$ cat config.mk
export PLATFORM = sky130hd
export DESIGN_NAME = rx_hold_drain_ctrl
export DESIGN_NICKNAME = d
export VERILOG_FILES = /design/src/rtl/rx_hold_drain_ctrl.sv
export SDC_FILE = /design/constraint.sdc
export NUM_CORES = 1
export LEC_CHECK = 0
export ABC_AREA = 1
export CORE_MARGIN = 4
export CORE_UTILIZATION = 48
export DETAILED_ROUTE_END_ITERATION = 8
export GPL_TIMING_DRIVEN = 0
export MAX_ROUTING_LAYER = met4
export PLACE_DENSITY = 0.8
export RECOVER_POWER = 25
export SETUP_SLACK_MARGIN = 0.15
export SYNTH_ARGS = -nofsm -noshare
export SYNTH_HDL_FRONTEND = slang
export SYNTH_SLANG_ARGS = --single-unit
$ cat constraint.sdc
create_clock -name clk_xgmii_rx -period 5.4 [get_ports clk_xgmii_rx]
set_input_delay 1.08 -clock clk_xgmii_rx [delete_from_list [all_inputs] [get_ports clk_xgmii_rx]]
set_output_delay 1.08 -clock clk_xgmii_rx [all_outputs]
set_load 0.02 [all_outputs]
$ cat src/rtl/rx_hold_drain_ctrl.sv
// Drains a hold FIFO into the downstream data FIFO, enforcing SOP/EOP framing,
// truncating over-long frames and discarding stray or broken frame remnants.
module rx_hold_drain_ctrl #(
  parameter int unsigned MAX_FRAME_WORDS = 1200,
  parameter int unsigned EOPC_WIDTH      = 4
) (
  input  logic        clk_xgmii_rx,
  input  logic        reset_xgmii_rx,
  input  logic        rxhfifo_wen,
  input  logic [7:0]  rxhfifo_wstatus,
  input  logic [63:0] rxhfifo_rdata,
  input  logic [7:0]  rxhfifo_rstatus,
  input  logic        rxhfifo_rempty,
  input  logic        rxhfifo_ralmost_empty,
  output logic        rxhfifo_ren,
  input  logic        rxdfifo_walmost_full,
  output logic        rxdfifo_wen,
  output logic [63:0] rxdfifo_wdata,
  output logic [7:0]  rxdfifo_wstatus,
  output logic [15:0] frames_fwd,
  output logic [15:0] frames_drop,
  output logic [15:0] stray_words
);

  localparam int unsigned SopBit = 7;
  localparam int unsigned EopBit = 6;
  localparam int unsigned WcW    = $clog2(MAX_FRAME_WORDS + 1);
  localparam logic [WcW-1:0] WcLast = WcW'(MAX_FRAME_WORDS - 1);

  typedef enum logic [1:0] {StIdle, StFrame, StDrop} state_e;

  state_e                state_q, state_d;
  logic [WcW-1:0]        word_cnt_q, word_cnt_d;
  logic [EOPC_WIDTH-1:0] eop_pending_q, eop_pending_d;
  logic                  rd_vld_q;

  logic       eop_in, eop_out;
  logic       rd_sop, rd_eop;
  logic       fwd, fwd_inc, drop_inc, stray_inc;
  logic [7:0] fwd_status;

  // Only the EOP flag of the write side is of interest.
  logic unused_wstatus;
  assign unused_wstatus = ^{rxhfifo_wstatus[7], rxhfifo_wstatus[5:0]};

  assign rd_sop  = rxhfifo_rstatus[SopBit];
  assign rd_eop  = rxhfifo_rstatus[EopBit];
  assign eop_in  = rxhfifo_wen && rxhfifo_wstatus[EopBit];
  assign eop_out = rd_vld_q && rd_eop;

  // A complete frame waiting in the hold FIFO lets us read past almost-empty.
  assign rxhfifo_ren = !reset_xgmii_rx && !rxhfifo_rempty &&
                       (!rxhfifo_ralmost_empty || (eop_pending_q != '0)) &&
                       !rxdfifo_walmost_full;

  always_comb begin
    eop_pending_d = eop_pending_q;
    if (eop_in && !eop_out && (eop_pending_q != '1)) begin
      eop_pending_d = eop_pending_q + EOPC_WIDTH'(1);
    end else if (eop_out && !eop_in && (eop_pending_q != '0)) begin
      eop_pending_d = eop_pending_q - EOPC_WIDTH'(1);
    end
  end

  always_comb begin
    state_d    = state_q;
    word_cnt_d = word_cnt_q;
    fwd        = 1'b0;
    fwd_status = rxhfifo_rstatus;
    fwd_inc    = 1'b0;
    drop_inc   = 1'b0;
    stray_inc  = 1'b0;
    if (rd_vld_q) begin
      case (state_q)
        StIdle: begin
          if (rd_sop) begin
            fwd = 1'b1;
            if (rd_eop) begin
              fwd_inc = 1'b1;
            end else begin
              word_cnt_d = WcW'(1);
              state_d    = StFrame;
            end
          end else begin
            stray_inc = 1'b1;
          end
        end
        StFrame: begin
          fwd = 1'b1;
          if (rd_sop) begin
            // Restart before EOP: close the current frame as errored.
            fwd_status = {1'b0, 1'b1, 1'b1, rxhfifo_rstatus[4:3], 3'b000};
            drop_inc   = 1'b1;
            word_cnt_d = '0;
            state_d    = rd_eop ? StIdle : StDrop;
          end else if (rd_eop) begin
            fwd_inc    = 1'b1;
            word_cnt_d = '0;
            state_d    = StIdle;
          end else if (word_cnt_q == WcLast) begin
            fwd_status = rxhfifo_rstatus | 8'h60;
            drop_inc   = 1'b1;
            word_cnt_d = '0;
            state_d    = StDrop;
          end else begin
            word_cnt_d = word_cnt_q + WcW'(1);
          end
        end
        StDrop: begin
          if (rd_eop) begin
            state_d = StIdle;
          end
        end
        default: state_d = StIdle;
      endcase
    end
  end

  always_ff @(posedge clk_xgmii_rx or posedge reset_xgmii_rx) begin
    if (reset_xgmii_rx) begin
      state_q       <= StIdle;
      word_cnt_q    <= '0;
      eop_pending_q <= '0;
      rd_vld_q      <= 1'b0;
    end else begin
      state_q       <= state_d;
      word_cnt_q    <= word_cnt_d;
      eop_pending_q <= eop_pending_d;
      rd_vld_q      <= rxhfifo_ren;
    end
  end

  always_ff @(posedge clk_xgmii_rx or posedge reset_xgmii_rx) begin
    if (reset_xgmii_rx) begin
      rxdfifo_wen     <= 1'b0;
      rxdfifo_wdata   <= '0;
      rxdfifo_wstatus <= '0;
    end else begin
      rxdfifo_wen <= fwd;
      if (fwd) begin
        rxdfifo_wdata   <= rxhfifo_rdata;
        rxdfifo_wstatus <= fwd_status;
      end
    end
  end

  always_ff @(posedge clk_xgmii_rx or posedge reset_xgmii_rx) begin
    if (reset_xgmii_rx) begin
      frames_fwd  <= '0;
      frames_drop <= '0;
      stray_words <= '0;
    end else begin
      if (fwd_inc && (frames_fwd != 16'hFFFF)) begin
        frames_fwd <= frames_fwd + 16'd1;
      end
      if (drop_inc && (frames_drop != 16'hFFFF)) begin
        frames_drop <= frames_drop + 16'd1;
      end
      if (stray_inc && (stray_words != 16'hFFFF)) begin
        stray_words <= stray_words + 16'd1;
      end
    end
  end

endmodule
==> metrics <==
status finished, violations left; failing checks capacitance limit, slew limit; area of the mapped netlist between 0.006 and 0.007 mm2; Seq/Total Area, Yosys about half; Slew Viols, Final 58; Worst path max stage delay approximately 0.61 ns; final period utilization 68.2%; Clk pin slew, worst setup/hold paths about 0.05 ns; Seq cells post-synth about 140; placed insts roughly 1,300; Area Overhead vs Synth 41.7%; peak fanout along the critical path 2; P_sw 1.65 mW; Hold Crit Class flop to flop; hold wc startpoint rxdfifo_wdata[30]; pwr dens about 490 mW/mm2; Pleak ~4.6 nW; 1st-pass router iterations 6; core area ~0.014 mm2; reg2reg start state_q[1]; CTS tree done; cell taking the most area after synthesis dfrtp_1; number of global-route vias before repair between 6,000 and 7,000; Die X between 100 and 150 um; Post-route DRC 0; wirelength, routed 19,100 um; Post-CTS Hold Fix Bufs 0; syn_area_per_cell between 7 and 8 um2; GPL Wtd Cong about 0.9; GRT Resource Usage Total between 20% and 30%; number of library cell types mapped by synthesis 30; DR vias 6,514; YS warnings 0; cells after synthesis roughly 900; Post-DP HPWL approximately 14,000 um; die height ~130 um; fmax approximately 270 MHz; sequential share of power a little over a third; CTS sink count between 100 and 150; Critical Path AT roughly 2.6 ns; crit path cell chain dlygate4sd3_1 -> nor3_1 -> o21ai_0 -> inv_1 -> clkdlybuf4s50_1; most frequent cell after synthesis nand2_1; initial core utilization around half; Tightest Pin Transition roughly 2.7 ns; share of the synthesized area in the top cell type about half; Num CTS Buffers 17; Most used DFF post-synth dfrtp_1; VDD IR max 0.000271 V; share of layout cells above drive strength 1 roughly 6.4%; initial antenna violation count 0; Iter 0 DRT Violations between 300 and 400; skew final 0.00608 ns; Worst Setup End Kind primary output; non-filler cells, final ~1,300; Layout Nets about 1,200; slowest CP cell clkdlybuf4s50_1; worst hold slack approximately 0.47 ns; final hold vios 0; Power Internal 3.11 mW; crit path kind input pin to primary output; post-cts resize count 0; top post-synthesis cells by count nand2_1, dfrtp_1, nor2_1; top cells by area, synth dfrtp_1, nand2_1, nand3_1, nor2_1, inv_1; die area about 0.016 mm2; endpoints failing setup 0; Core Util, Final 70.0%; drt via density 4.96; Post-synth EDFFs 0; post-route ant nets 0; Logic pwr share between 30 and 40%; num rows between 40 and 50; Worst slew margin -80.5%; clock power share roughly 27%; CP Launch Point reset_xgmii_rx; time the worst path needs with I/O delays and setup ~3.7 ns; net count after synthesis slightly below 1,000; first-pass GRT wire length between 30,000 and 40,000 um; clk root buf clkbuf_16; clk_lat worst skew 0.41 ns; RSZ-0062 raised after global routing false; drt wl/cell 14.6 um; # diodes 0; CP Launch Type input pin; Max Cap Violations 1; # Post-CTS Setup Buffers 0; htree depth 4; port bufs approximately 200; WP data required ~4.3 ns; pin count of the biggest net entering global routing between 80 and 90; worst-case clock buffer depth 2; Async S/R FF share, synth between 90% and 100%; GRT Residual Overflow 0; IO Count 208; Fin Setup TNS 0 ns; Net Sw Frac 34.6%
final cells by class:
class,instances,area (um2)
plain buffers,24,124
clock buffers,26,509
clock inverters,6,155
fillers,1139,4200
inverters,54,204
multi-input cells,685,3080
flip-flops and latches,139,3480
well taps,180,225
repair buffers,200,2020
cell families after synthesis:
| family | Yosys count | share of synthesized area [%] |
|---|---|---|
| AND/OR/NAND/NOR | 613 | 37.0 |
| XOR/XNOR | 31 | 3.93 |
| adder cells (fa/ha/maj) | 7 | 1.38 |
| flip-flops | 139 | 50.3 |
| buffers and inverters | 78 | 4.91 |
| AO/OA/AOI/OAI | 34 | 2.48 |
critical path: cells and delay by family:
kind	cells	cell delay [ns]
buffers and inverters	3	1.24
AOI/OAI and AO/OA	1	0.10
and+or+nand+nor	1	0.18
state kept, by name (all words and copies together), names as in the netlist, 2 cells and up:
name	flops
rxdfifo_wstatus	8
eop_pending_q	4
stray_words	16
word_cnt_q	11
frames_fwd	16
frames_drop	16
state_q	2
rxdfifo_wdata	64
cells in the final DEF (no fill, tap or decap):
| master | synthesis | final |
|---|---|---|
| nand2_1 | 438 | 439 |
| xor2_1 | 13 | 13 |
| inv_1 | 44 | 44 |
| nor3_1 | 8 | 8 |
| nor2_4 | 4 | 2 |
| nand3_2 | 2 | 2 |
| dlygate4sd3_1 | 0 | 2 |
| nor2_2 | 5 | 5 |
| clkbuf_8 | 0 | 5 |
| ha_1 | 6 | 6 |
| clkinvlp_2 | 0 | 1 |
| or2_0 | 1 | 1 |
| nand2_2 | 13 | 12 |
| clkbuf_16 | 0 | 17 |
| nor2_1 | 68 | 70 |
| buf_2 | 13 | 6 |
| bufinv_16 | 0 | 5 |
| clkdlybuf4s50_1 | 0 | 197 |
| clkinv_2 | 0 | 1 |
| a21oi_1 | 5 | 5 |
| o21ai_1 | 7 | 2 |
| buf_6 | 1 | 1 |
| nand2_4 | 3 | 3 |
| a31oi_1 | 1 | 1 |
| fa_1 | 1 | 1 |
| clkbuf_1 | 6 | 18 |
| nand4_1 | 13 | 13 |
| inv_2 | 9 | 8 |
| buf_4 | 3 | 2 |
| clkinv_1 | 1 | 1 |
| buf_8 | 1 | 1 |
| dfrtp_1 | 139 | 139 |
| o21ai_0 | 21 | 26 |
| nand3b_1 | 4 | 4 |
| buf_16 | 0 | 1 |
| xnor2_1 | 18 | 18 |
| nand3_1 | 53 | 53 |
| nand4_4 | 1 | 1 |
power groups by stage:
stage / sequential, mW / combinational (mW) / clock (mW)
finish: 1.68 / 1.77 / 1.30
global route: 1.73 / 1.93 / 1.37
CTS: 1.68 / 1.80 / 1.32
detailed placement: 1.69 / 1.80 / 0
global placement: 1.68 / 1.76 / 0
floorplan: 2.06 / 0.501 / 0
per-layer routing:
layer | wire length (um) | GRT usage (%)
met1 | 8480 | 30.5
met2 | 9250 | 40.4
met3 | 1100 | 4.71
met4 | 308 | 7.37
met5 | 0 | -
worst paths after layout:
path / to / slack (ns) / cells past startpoint
setup reg to reg: rxdfifo_wdata[49] / 3.41 / 7
min in group asynchronous: stray_words[13] / 1.90 / 2
hold reg to reg: rxdfifo_wdata[30] / 0.47 / 2
setup / recovery: rxhfifo_ren / 1.72 / 5
hold / removal: rxdfifo_wdata[30] / 0.47 / 2
max in group asynchronous: rxdfifo_wdata[7] / 2.27 / 3
per-stage QoR:
| step | total power, mW | instance area (um2) | worst slack [ns] |
|---|---|---|---|
| finish | 4.75 | 9790 | 1.72 |
| global route | 5.03 | 9790 | 1.63 |
| CTS | 4.80 | 9820 | 1.77 |
| detailed placement | 3.48 | 9160 | 1.76 |
| global placement | 3.44 | 9130 | -1.40 |
| floorplan | 2.56 | 6910 | 0.595 |
(Power assumes the default switching activity.)
